$ cat config.mk
export PLATFORM = sky130hd
export DESIGN_NAME = key_conditioner
export DESIGN_NICKNAME = d
export VERILOG_FILES = /design/src/rtl/tank_pkg.sv /design/src/rtl/key_debounce.sv /design/src/rtl/key_conditioner.sv
export SDC_FILE = /design/constraint.sdc
export NUM_CORES = 1
export LEC_CHECK = 0
export ABC_AREA = 0
export BUFFER_PORTS_ARGS = -buffer_cell sky130_fd_sc_hd__buf_4
export CORE_MARGIN = 2
export CORE_UTILIZATION = 50
export CTS_BUF_LIST = sky130_fd_sc_hd__clkbuf_16
export CTS_CLUSTER_DIAMETER = 60
export DETAILED_ROUTE_END_ITERATION = 10
export MAX_ROUTING_LAYER = met4
export PLACE_DENSITY = 0.76
export SETUP_SLACK_MARGIN = 0.02
export SYNTH_ARGS = -nofsm -noshare
export SYNTH_HDL_FRONTEND = slang
export SYNTH_SLANG_ARGS = --single-unit
$ cat constraint.sdc
create_clock -name clk -period 2.25 [get_ports clk]
set_clock_uncertainty 0.15 [all_clocks]
set_input_delay 0.1125 -clock clk [delete_from_list [all_inputs] [get_ports clk]]
set_output_delay 0.1125 -clock clk [all_outputs]
set_load 0.01 [all_outputs]
$ cat src/rtl/tank_pkg.sv
// Shared definitions for the tank game key front end.
package tank_pkg;

  localparam int KEY_LEFT  = 2;
  localparam int KEY_FIRE  = 1;
  localparam int KEY_RIGHT = 0;

  typedef enum logic [1:0] {
    IDLE,
    DELAY,
    REPEAT,
    LOCKED
  } move_state_e;

endpackage

$ cat src/rtl/key_debounce.sv
// One key: 2-flop synchroniser plus debounce counter; level_o and a one-cycle rise_o
// are both registered and update on the same edge.
module key_debounce #(
  parameter int DB_COUNT = 500000,
  parameter int CNT_W    = 25
) (
  input  logic clk,
  input  logic nrst,
  input  logic key_i,
  output logic level_o,
  output logic rise_o
);

  logic [1:0]       sync_q;
  logic             level_q;
  logic             rise_q;
  logic [CNT_W-1:0] cnt_q;

  // The level flips on the edge after the counter has seen DB_COUNT mismatching samples.
  always_ff @(posedge clk or negedge nrst) begin
    if (!nrst) begin
      sync_q  <= '0;
      level_q <= 1'b0;
      rise_q  <= 1'b0;
      cnt_q   <= '0;
    end else begin
      sync_q <= {sync_q[0], key_i};
      rise_q <= 1'b0;
      if (sync_q[1] == level_q) begin
        cnt_q <= '0;
      end else if (cnt_q == CNT_W'(DB_COUNT)) begin
        level_q <= sync_q[1];
        rise_q  <= sync_q[1];
        cnt_q   <= '0;
      end else begin
        cnt_q <= cnt_q + CNT_W'(1);
      end
    end
  end

  assign level_o = level_q;
  assign rise_o  = rise_q;

endmodule

$ cat src/rtl/key_conditioner.sv
// Key front end: debounces left/fire/right and turns presses into one-cycle commands.
// Move keys auto-repeat and lock each other out; fire is one-shot and masked by fire_busy.
module key_conditioner
  import tank_pkg::*;
#(
  parameter int KEY_ACTIVE_HIGH = 1,
  parameter int DB_COUNT        = 500000,
  parameter int REPEAT_DELAY    = 25000000,
  parameter int REPEAT_PERIOD   = 10000000,
  parameter int CNT_W           = 25
) (
  input  logic       clk,
  input  logic       nrst,
  input  logic [2:0] key_raw,
  input  logic       fire_busy,
  output logic [2:0] key_level,
  output logic [1:0] move_pulse,
  output logic       fire_pulse
);

  logic [2:0] key_pol;
  logic [2:0] lvl;
  logic [2:0] rise;
  logic       fire_q;

  assign key_pol = (KEY_ACTIVE_HIGH != 0) ? key_raw : ~key_raw;

  for (genvar k = 0; k < 3; k++) begin : g_db
    key_debounce #(
      .DB_COUNT(DB_COUNT),
      .CNT_W   (CNT_W)
    ) u_db (
      .clk    (clk),
      .nrst   (nrst),
      .key_i  (key_pol[k]),
      .level_o(lvl[k]),
      .rise_o (rise[k])
    );
  end

  assign key_level = lvl;

  // Lane 1 is left, lane 0 is right; each locks out when the other key is held.
  for (genvar m = 0; m < 2; m++) begin : g_mv
    localparam int OWN   = (m == 1) ? KEY_LEFT  : KEY_RIGHT;
    localparam int OTHER = (m == 1) ? KEY_RIGHT : KEY_LEFT;

    move_state_e      state_q;
    logic [CNT_W-1:0] tmr_q;
    logic             pulse_q;

    always_ff @(posedge clk or negedge nrst) begin
      if (!nrst) begin
        state_q <= IDLE;
        tmr_q   <= '0;
        pulse_q <= 1'b0;
      end else begin
        pulse_q <= 1'b0;
        tmr_q   <= '0;
        case (state_q)
          IDLE: begin
            if (rise[OWN]) begin
              if (lvl[OTHER]) begin
                state_q <= LOCKED;
              end else begin
                pulse_q <= 1'b1;
                state_q <= DELAY;
              end
            end
          end
          DELAY: begin
            if (!lvl[OWN]) begin
              state_q <= IDLE;
            end else if (lvl[OTHER]) begin
              state_q <= LOCKED;
            end else if (tmr_q == CNT_W'(REPEAT_DELAY - 1)) begin
              pulse_q <= 1'b1;
              state_q <= REPEAT;
            end else begin
              tmr_q <= tmr_q + CNT_W'(1);
            end
          end
          REPEAT: begin
            if (!lvl[OWN]) begin
              state_q <= IDLE;
            end else if (lvl[OTHER]) begin
              state_q <= LOCKED;
            end else if (tmr_q == CNT_W'(REPEAT_PERIOD - 1)) begin
              pulse_q <= 1'b1;
            end else begin
              tmr_q <= tmr_q + CNT_W'(1);
            end
          end
          LOCKED: begin
            if (!lvl[OWN]) state_q <= IDLE;
          end
          default: state_q <= IDLE;
        endcase
      end
    end

    assign move_pulse[m] = pulse_q;
  end

  always_ff @(posedge clk or negedge nrst) begin
    if (!nrst) fire_q <= 1'b0;
    else       fire_q <= rise[KEY_FIRE] & ~fire_busy;
  end

  assign fire_pulse = fire_q;

endmodule

==> results.md, run 1 <==
* Fraction of registers with async set/reset at between 90% and 100%
* Topmost layer with routed signal wires: met4
* Data required, critical path at approximately 2400 ps
* Worst reg2reg endpoint: g_db[0].u_db.cnt_q[14]
* Count of pins over their slew limit at 0
* Share of Yosys cell area claimed by the top area cell type at 48.7%
* Static Leakage at 0.00365 µW
* Average cell area after synthesis at 9.81 µm²
* YS warnings at 0
* Setup CP Type: flop to flop
* Total CTS buffers at 17
* Number of buffer cells added on primary ports at 11
* Share of synthesized area occupied by flip-flops and latches at 48.7%
* Leading post-synthesis cells by cell area: sky130_fd_sc_hd__dfrtp_1, sky130_fd_sc_hd__xor2_1, sky130_fd_sc_hd__nor2_1
* Count of nets left with antenna violations after detail routing at 0
* Average wire per cell in the routed design at between 10 and 15 µm
* Clock Tree Root: sky130_fd_sc_hd__clkbuf_16
* Largest buffer count on any clock path at 2
* Via count of the first global-routing pass at 5311
* FILL cells at 1201
* Clock tree from TritonCTS: done
* Synth Net Count at 780
* Overall die area at 15800 µm²
* Total track usage at ~19%
* Detail Route met2 WL at approximately 6600 µm
* Vert. Die Dim at 126 µm
* Number of placement rows at 44
* Synthesis-to-finish area growth at 15.5%
* Tightest Pin Transition at 567 ps
* Placed wire-length estimate at ~9400 µm
* Count of endpoints failing setup in the final report at 0
* Top Ports at 12
* Distinct cells, synth at 52
* Clock Pin Slew Worst Setup and Hold Paths at 60 ps
* Grt total ovfl at 0
* Layout cells sized above 1 at ~12%
* Maximum number of pins on one net before global-route repair at 61
* Headroom to the max-slew limit at 62.2%
* Via count at 5397
* Area of the mapped netlist at 7390 µm²
* Sum of negative setup slack at 0 ps
* Wirelength, routed at 13800 µm
* Run status: finished clean
* Vias per cell at 5.41
* # nets final at 829
* Met3 WL post-DR at approximately 380 µm
* Number of antenna violations at the first check in global routing at 0
* Wire length of the first global-routing pass at 24400 µm
* RSZ-0062 raised after global routing: false
* Prevailing post-synth register cell: sky130_fd_sc_hd__dfrtp_1
* Initial Util at 51.1%
* Width of the chip at 126 µm
* Clock latency at the later pin of the worst-skew pair at 420 ps
* Post-synthesis cell count at 754
* EDFF count, synth at 0
* DRC violation count after routing at 0
* DRT met1 WL at 6610 µm
* R2R Setup Slk at between 90 and 100 ps
* H-tree levels at 4
* FF+latch count, synth at 144
* Worst R2R Start: g_db[0].u_db.cnt_q[1]
* Class of the worst hold path: input port to async pin
* Minimum clock period after layout at 2150 ps
* Total power per unit cell area at 636 nW/µm²
* CP endpoint kind: flop
* Number of cells on the worst reg-to-reg path at 7
* Crit. Startpoint: g_db[0].u_db.cnt_q[1]
* Count of max-cap constraint violations at 0
* Floorplan core area at 14500 µm²
* Clock sink count at between 100 and 150
* Peak Freq at 0.464 GHz
* Hold Violations, Final at 0
* Worst Path Max Fanout at 24
* Launching element type of the critical path: flop
* Final cycle utilization of the critical path at 95.8%
* Iteration count of the initial detailed-routing pass at 5
* Total power of the final layout at 5430 µW
* Final estimated routing congestion in global placement at between 0.8 and 0.9
* Worst-case vdd ir drop at 0.624 mV
* Antenna diodes at 0
* Cell type contributing the most total cell area after synthesis: sky130_fd_sc_hd__dfrtp_1
* Violation count after the first detailed-routing iteration at roughly 390
* Worst EP arrival at 2310 ps
## layer usage
metal / vias up / track usage (%)
li1: 2686 / -
met1: 2622 / 24.7
met2: 65 / 30.1
met3: 24 / 4.92
met4: 0 / 6.60
met5: - / -
## kinds of logic after synthesis
logic type / count (synthesis) / synth area share, %
DFF: 144 / 48.7
and+or+nand+nor: 402 / 28.3
xor gates and xnor gates: 118 / 14.0
adders and majority gates: 20 / 3.38
buffers and inverters: 45 / 2.78
muxes: 7 / 0.998
AOI/OAI and AO/OA: 18 / 1.86
## power breakdown
group          switching (µW)  internal, µW  total, µW  leakage, µW
clock network            1050          1600       2650     0.000271
logic                    99.6          59.8        159      0.00139
registers                17.6          2610       2630      0.00199
total                    1160          4270       5430      0.00365
## what timing repair did
action,in CTS,in global routing
setup endpoints to repair,0,76
buffers inserted,0,2
gates resized for setup,0,4
hold endpoints to repair,116,0
hold buffers,5,0
## area by class of cell
cell class | count | area [µm²] | share of cell area, %
multi-input combinational | 565 | 3600 | 42.1
clock buffer | 17 | 425 | 4.98
sequential | 144 | 3600 | 42.2
tap | 184 | 230 | 2.70
clock inverter | 13 | 124 | 1.45
timing repair buffer | 53 | 477 | 5.58
inverter | 22 | 82.6 | 0.967
## cell usage after synthesis (all sizes together) (2+ instances only)
cell type / n
nor2: 149
dfrtp: 144
xor2: 75
nand2: 53
nand3: 45
nand4: 44
xnor2: 43
and3: 22
inv: 22
nor4: 22
ha: 20
nor3: 16
buf: 15
and4: 9
clkbuf: 8
nor4b: 8
nor3b: 7
a21oi: 6
nor2b: 5
or4: 5
and2: 4
mux2i: 4
mux2: 3
nand3b: 3
nand4bb: 2
o21a: 2
o21ai: 2
or2: 2
or3: 2
## critical path: stages (launching register included)
cell and delay, ps:
sky130_fd_sc_hd__dfrtp_1 410, sky130_fd_sc_hd__inv_1 70, sky130_fd_sc_hd__ha_1 130, sky130_fd_sc_hd__or4b_1 440, sky130_fd_sc_hd__or4_4 470, sky130_fd_sc_hd__nand2_2 110, sky130_fd_sc_hd__buf_12 160, sky130_fd_sc_hd__nor2_1 70
## cells in the final DEF, fill, tap and decap left out, drive strengths merged, types with 6 or more instances in the layout
| cell | instances |
|---|---|
| a21oi | 6 |
| dfrtp | 144 |
| nand2 | 53 |
| and3 | 22 |
| nand4 | 44 |
| xnor2 | 43 |
| clkbuf | 17 |
| nor4b | 8 |
| nand3 | 45 |
| nor3 | 16 |
| ha | 20 |
| clkinv | 7 |
| nor3b | 7 |
| and4 | 9 |
| inv | 24 |
| buf | 48 |
| nor4 | 22 |
| xor2 | 75 |
| nor2 | 149 |
## through the flow
step	setup WS, ps	cell area, µm²	hold WS (ps)	cells	util, %
2_1_floorplan	125	7390	-333	754	-
3_3_place_gp	91.9	7910	-24.6	961	54.6
3_5_place_dp	66.8	7910	-25.5	961	54.6
4_1_cts	40.6	8510	86.5	996	58.8
5_1_grt	23.5	8540	114	998	59.0
6_report	95.4	8540	63.5	998	59.0
## sequential cells by signal, summed over array words and instances (netlist names)
signal / cells
fire_pulse: 1
g_mv.state_q: 4
g_db.u_db.cnt_q: 75
g_mv.tmr_q: 50
g_db.u_db.rise_o: 3
g_db.u_db.sync_q: 6
g_db.u_db.level_o: 3
g_mv.pulse_q: 2
## how the worst max path moves through the flow
stage                                   endpoint  slack, ps  cells after the start
after detailed placement  g_db[1].u_db.cnt_q[13]         70                      7
final                     g_db[0].u_db.cnt_q[14]        100                      7
after global placement    g_db[0].u_db.cnt_q[14]         90                      7
after global routing      g_db[1].u_db.cnt_q[23]         20                      5
after floorplan           g_db[1].u_db.cnt_q[15]        130                      7
after CTS                 g_db[0].u_db.cnt_q[14]         40                      7
Note: power is estimated with default switching activity, not from simulation.
==> run 2: changes to the inputs <==
- PLACE_DENSITY: 0.76 -> 0.8
==> run 2 against run 1 <==
Net effect: register-to-register slack is essentially flat; final cell count decreased by 0.30%; non-clock buffer count is 2 lower; setup slack better by 4.2 ps; first-iteration DRC count rose by 1.8%; critical path depth down 1.
==> results.md, run 2 (synthesis gave the netlist of run 1 again) <==
* Number of placement rows at 44 (unchanged)
* Post-route cell area at 8580 µm² (+0.40%)
* Number of buffer and inverter stages on the critical path at 1 (-1)
* Static Leakage at 0.00367 µW (+0.58%)
* Count of pins over their slew limit at 0 (unchanged)
* Clock Pin Slew Worst Setup and Hold Paths at 50 ps (about the same)
* Clock tree from TritonCTS: done
* Largest reg by FF count: g_db.u_db.cnt_q
* Final cycle utilization of the critical path at 95.6% (-0.19 points)
* Largest registers ranked by flip-flop count: g_db.u_db.cnt_q x75, g_mv.tmr_q x50, g_db.u_db.sync_q x6
* CP top delay family: simple AND/OR/NAND/NOR gates
* Total track usage at 19.8% (+0.49 points)
* Peak Freq at 0.465 GHz (+0.20%)
* Synthesis-to-finish area growth at 16.0%
* Overall die area at 15800 µm² (unchanged)
* Hold Violations, Final at 0 (unchanged)
* Minimum clock period after layout at 2150 ps (-4.24 ps)
* Standard cell with the maximum stage delay on the critical path: sky130_fd_sc_hd__or4_1
* Class of the worst hold path: input port to async pin
* Wire length of the first global-routing pass at 25000 µm (+2.4%)
* Slack of the critical path at 99.7 ps (+4.24 ps)
* Clock latency at the later pin of the worst-skew pair at 420 ps (about the same)
* Sum of negative setup slack at 0 ps (unchanged)
* Placed wire-length estimate at 9370 µm (-0.38%)
* Cell breakdown of the critical path: or4_1 > nor4_1 > and3_1 > a2bb2oi_2 > buf_12 > nor2_1
* Wirelength, routed at 14600 µm (+5.5%)
* Top library cells by usage in the layout, fill and taps aside: sky130_fd_sc_hd__nor2_1, sky130_fd_sc_hd__dfrtp_1, sky130_fd_sc_hd__xor2_1, sky130_fd_sc_hd__nand2_1, sky130_fd_sc_hd__nand3_1
* Met2 Usage GRT at 32.5% (+2.4 points)
* Top Ports at 12 (unchanged)
* Initial Util at 51.1% (unchanged)
* Via count at 5450 (+0.98%)
* Count of nets left with antenna violations after detail routing at 0 (unchanged)
* Number of antenna violations at the first check in global routing at 0 (unchanged)
* Clock Tree Root: sky130_fd_sc_hd__clkbuf_16
* Worst-case setup slack after placement at 83.0 ps (+16.2 ps)
* Via count of the first global-routing pass at 5451 (+2.6%)
* Average wire per cell in the routed design at 14.7 µm (+5.8%)
* DRC violation count after routing at 0 (unchanged)
* Clock sink count at 144 (unchanged)
* Floorplan core area at 14500 µm² (unchanged)
* Count of endpoints failing setup in the final report at 0 (unchanged)
* Grt total ovfl at 0 (unchanged)
* Headroom to the max-slew limit at 63.0% (+0.78 points)
* Setup CP Type: flop to flop
* Layout cells sized above 1 at 11.3% (-0.20 points)
* Worst Path Max Fanout at 24 (unchanged)
* Met1 track demand over resource in global routing at 24.2% (-0.52 points)
* Violation count after the first detailed-routing iteration at 394 (+1.8%)
* Vias per cell at 5.48 (+1.3%)
* Largest buffer count on any clock path at 2 (unchanged)
* Total power of the final layout at 5460 µW (+0.56%)
* Width of the chip at 126 µm (unchanged)
* CP endpoint kind: flop
* Total power per unit cell area at 637 nW/µm² (+0.16%)
* Routing usage on met3 at 5.39% (+0.47 points)
* RSZ-0062 raised after global routing: true
* Maximum number of pins on one net before global-route repair at 58 (-4.9%)
* Antenna diodes at 0 (unchanged)
* Final estimated routing congestion in global placement at 0.855 (+1.9%)
* Iteration count of the initial detailed-routing pass at 4 (-1)
* Vert. Die Dim at 126 µm (unchanged)
* # nets final at 827 (-0.24%)
* Peak-usage layer in the global routing report: met2
* Worst-case vdd ir drop at 0.591 mV (-5.3%)
* Max incr delay on CP at 540 ps (+70 ps)
* Flip-flop count of the largest register, all copies and words added at 75 (unchanged)
* Placed Area at 7900 µm² (-0.19%)
* Final Hold Slack at 89.5 ps (+26.0 ps)
* Launching element type of the critical path: flop
* Count of max-cap constraint violations at 0 (unchanged)
* Tightest Pin Transition at 555 ps (-11.8 ps)
* Run status: finished clean
* Most common cell after layout, fill and taps aside: sky130_fd_sc_hd__nor2_1
* Worst EP arrival at 2300 ps (about the same)
* Data required, critical path at 2400 ps (about the same)
* H-tree levels at 4 (unchanged)
* Total CTS buffers at 17 (unchanged)
* Number of buffer cells added on primary ports at 11 (unchanged)
==> run 2: layer usage <==
metal,up-vias,share of wire (%)
met3,16,3.1
met4,0,1.2
met2,89,50
met1,2666,45
li1,2679,-
met5,-,0
==> run 2: what timing repair did <==
item / in CTS / in global routing
gates resized for setup: 0 / 8
setup buffers: 0 / 1
hold endpoints to repair: 131 / 0
hold buffers: 5 / 0
endpoints found under the setup margin: 0 / 75
==> run 2: layout make-up <==
| class | count | area [µm²] |
|---|---|---|
| clock buffers | 17 | 425 |
| fillers | 1193 | 5900 |
| inverters | 22 | 82.6 |
| well taps | 184 | 230 |
| multi-input cells | 565 | 3620 |
| clock inverters | 12 | 131 |
| flip-flops and latches | 144 | 3600 |
| repair buffers | 51 | 479 |
==> run 2: final timing paths <==
check                                            start                     end  slack [ps]  depth (start not counted)
worst max-delay path                 g_mv[0].tmr_q[11]       g_mv[0].tmr_q[17]         100                          6
worst min-delay path                              nrst   g_db[1].u_db.cnt_q[3]          90                          2
worst max register to register       g_mv[0].tmr_q[11]       g_mv[0].tmr_q[17]         100                          6
worst min register to register  g_db[1].u_db.sync_q[0]  g_db[1].u_db.sync_q[1]         190                          0
max in group asynchronous                         nrst   g_db[2].u_db.cnt_q[2]        1190                          3
min in group clk                            key_raw[2]  g_db[2].u_db.sync_q[0]         190                          2
==> run 2: worst reg2reg max path, cell delays in order (launching register included) <==
cell and delay [ps]:
sky130_fd_sc_hd__dfrtp_1 430, sky130_fd_sc_hd__or4_1 540, sky130_fd_sc_hd__nor4_1 220, sky130_fd_sc_hd__and3_1 240
sky130_fd_sc_hd__a2bb2oi_2 200, sky130_fd_sc_hd__buf_12 190, sky130_fd_sc_hd__nor2_1 70
==> run 2: stage by stage <==
stage | std cells | utilization, %
6_report | 995 | 59.2
5_1_grt | 995 | 59.2
4_1_cts | 993 | 58.7
3_5_place_dp | 959 | 54.5
3_3_place_gp | 959 | 54.5
2_1_floorplan | 754 | -
==> run 2: power by group <==
group	internal, µW	leakage, µW	switching, µW
combinational	61.3	0.00139	102
sequential	2610	0.00199	17.6
clock	1690	0.000287	979
==> run 3: changes to the inputs <==
- RECOVER_POWER: unset -> 50
==> run 3 against run 2 <==
Net effect: routed wire length barely moved; highest routed layer unchanged; global-route usage did not move; critical path depth did not move; sequential share of layout area barely moved; die area did not move; the flow now finishes with violations (capacitance limit); setup slack improved by 0.98 ps; register-to-register slack barely moved; clock power barely moved; final area fell by 0.10%; sequential cell count did not move; sequential power barely moved.
==> results.md, run 3 (synthesis gave the netlist of run 1 again) <==
* Largest reg by FF count: g_db.u_db.cnt_q
* Number of buffer cells added on primary ports at 11 (unchanged)
* Largest registers ranked by flip-flop count: g_db.u_db.cnt_q x75, g_mv.tmr_q x50, g_db.u_db.sync_q x6
* Launching element type of the critical path: flop
* Wire length of the first global-routing pass at 25000 µm (unchanged)
* Peak Freq at 0.465 GHz (about the same)
* Top library cells by usage in the layout, fill and taps aside: sky130_fd_sc_hd__nor2_1, sky130_fd_sc_hd__dfrtp_1, sky130_fd_sc_hd__xor2_1, sky130_fd_sc_hd__nand2_1, sky130_fd_sc_hd__nand3_1
* Vert. Die Dim at 126 µm (unchanged)
* Placed wire-length estimate at 9370 µm (unchanged)
* Top Ports at 12 (unchanged)
* Average wire per cell in the routed design at 14.6 µm (about the same)
* Worst-case setup slack after placement at 83.0 ps (unchanged)
* Count of endpoints failing setup in the final report at 0 (unchanged)
* Placed Area at 7900 µm² (unchanged)
* Violation count after the first detailed-routing iteration at 394 (unchanged)
* Worst Path Max Fanout at 24 (unchanged)
* Largest buffer count on any clock path at 2 (unchanged)
* Maximum number of pins on one net before global-route repair at 58 (unchanged)
* Tightest Pin Transition at 1490 ps (+939 ps)
* R2R Setup Slk at 100 ps (about the same)
* Utilization after layout at 59.2% (-0.061 points)
* Total track usage at 19.8% (unchanged)
* Iteration count of the initial detailed-routing pass at 4 (unchanged)
* Clock sink count at 144 (unchanged)
* # nets final at 827 (unchanged)
* Synthesis-to-finish area growth at 15.9%
* Minimum clock period after layout at 2150 ps (-0.979 ps)
* Total power per unit cell area at 638 nW/µm² (+0.10%)
* Total CTS buffers at 17 (unchanged)
* Total power of the final layout at 5460 µW (about the same)
* H-tree levels at 4 (unchanged)
* Width of the chip at 126 µm (unchanged)
* Count of pins over their slew limit at 0 (unchanged)
* Worst EP arrival at 2300 ps (about the same)
* Number of placement rows at 44 (unchanged)
* Post-route cell area at 8570 µm² (-0.10%)
* Headroom to the max-slew limit at 0.394% (-63 points)
* Initial Util at 51.1% (unchanged)
* Data required, critical path at 2400 ps (about the same)
* Clock Pin Slew Worst Setup and Hold Paths at 50 ps (about the same)
* Failing checks: capacitance limit
* Antenna diodes at 0 (unchanged)
* Count of nets left with antenna violations after detail routing at 0 (unchanged)
* Clock tree from TritonCTS: done
* Worst-case vdd ir drop at 0.592 mV (+0.31%)
* Class of the worst hold path: flop to flop
* Wirelength, routed at 14600 µm (about the same)
* Clock latency at the later pin of the worst-skew pair at 420 ps (about the same)
* Run status: finished, violations left
* Via count of the first global-routing pass at 5451 (unchanged)
* Via count at 5455 (+0.092%)
* Overall die area at 15800 µm² (unchanged)
* Setup CP Type: flop to flop
* Vias per cell at 5.48 (about the same)
* Most common cell after layout, fill and taps aside: sky130_fd_sc_hd__nor2_1
* Slack of the critical path at 101 ps (+0.979 ps)
* Flip-flop count of the largest register, all copies and words added at 75 (unchanged)
* Grt total ovfl at 0 (unchanged)
* Hold Violations, Final at 0 (unchanged)
* Floorplan core area at 14500 µm² (unchanged)
* Final estimated routing congestion in global placement at 0.855 (unchanged)
* Sum of negative setup slack at 0 ps (unchanged)
* Final cycle utilization of the critical path at 95.5% (about the same)
* Clock Tree Root: sky130_fd_sc_hd__clkbuf_16
* RSZ-0062 raised after global routing: true
* DRC violation count after routing at 0 (unchanged)
* Layout cells sized above 1 at 11.3% (unchanged)
* Count of max-cap constraint violations at 1 (+1)
* Static Leakage at 0.00367 µW (about the same)
* CP endpoint kind: flop
* Number of antenna violations at the first check in global routing at 0 (unchanged)
-- run 3: cell count changes in the layout (fill, tap and decap cells not counted) --
cell,delta
sky130_fd_sc_hd__buf_6,-1
sky130_fd_sc_hd__clkbuf_4,+3
sky130_fd_sc_hd__buf_2,+1
sky130_fd_sc_hd__clkbuf_2,+1
sky130_fd_sc_hd__buf_4,-4
-- run 3: worst paths after layout --
kind / endpoint / cells past startpoint / startpoint
max in group asynchronous: g_db[2].u_db.cnt_q[2] / 3 / nrst
max: g_mv[0].tmr_q[17] / 6 / g_mv[0].tmr_q[11]
max reg2reg: g_mv[0].tmr_q[17] / 6 / g_mv[0].tmr_q[11]
min in group asynchronous: g_db[1].u_db.cnt_q[3] / 2 / nrst
min: g_db[1].u_db.sync_q[1] / 0 / g_db[1].u_db.sync_q[0]
min reg2reg: g_db[1].u_db.sync_q[1] / 0 / g_db[1].u_db.sync_q[0]
-- run 3: area by class of cell --
cell class	count	area [µm²]
multi-input combinational	565	3620
clock inverter	12	131
inverter	22	82.6
clock buffer	17	425
timing repair buffer	51	470
sequential	144	3600
tap	184	230
fill	1195	5910
-- run 3: routing by layer --
| metal | vias up | wire, µm | share of wire [%] | global-route usage (%) |
|---|---|---|---|---|
| li1 | 2678 | - | - | - |
| met1 | 2676 | 6600 | 45 | 24.2 |
| met2 | 87 | 7360 | 51 | 32.5 |
| met3 | 14 | 456 | 3.1 | 5.39 |
| met4 | 0 | 154 | 1.1 | 5.56 |
| met5 | - | 0 | 0 | - |
-- run 3: power breakdown --
part / total (µW) / leakage (µW) / switching [µW] / internal [µW]
Sequential: 2630 / 0.00199 / 17.6 / 2610
Combinational: 162 / 0.00139 / 102 / 59.8
Clock: 2670 / 0.000287 / 980 / 1690
-- run 3: worst max-delay path: stages (launching register included) --
cell and delay (ps):
sky130_fd_sc_hd__dfrtp_1 430, sky130_fd_sc_hd__or4_1 540, sky130_fd_sc_hd__nor4_1 220, sky130_fd_sc_hd__and3_1 240, sky130_fd_sc_hd__a2bb2oi_2 200, sky130_fd_sc_hd__buf_12 190
sky130_fd_sc_hd__nor2_1 70
-- run 3: what timing repair did --
item                                   in CTS  in global routing
hold buffers                                5                  0
setup buffers                               0                  1
endpoints found under the hold margin     131                  0
resized for setup                           0                  8
setup endpoints to repair                   0                 75
-- run 3: per-stage QoR --
step           hold WS [ps]  std cells
2_1_floorplan          -333        754
6_report                195        995
5_1_grt                 202        995
3_3_place_gp          -39.4        959
4_1_cts                89.8        993
3_5_place_dp          -30.5        959
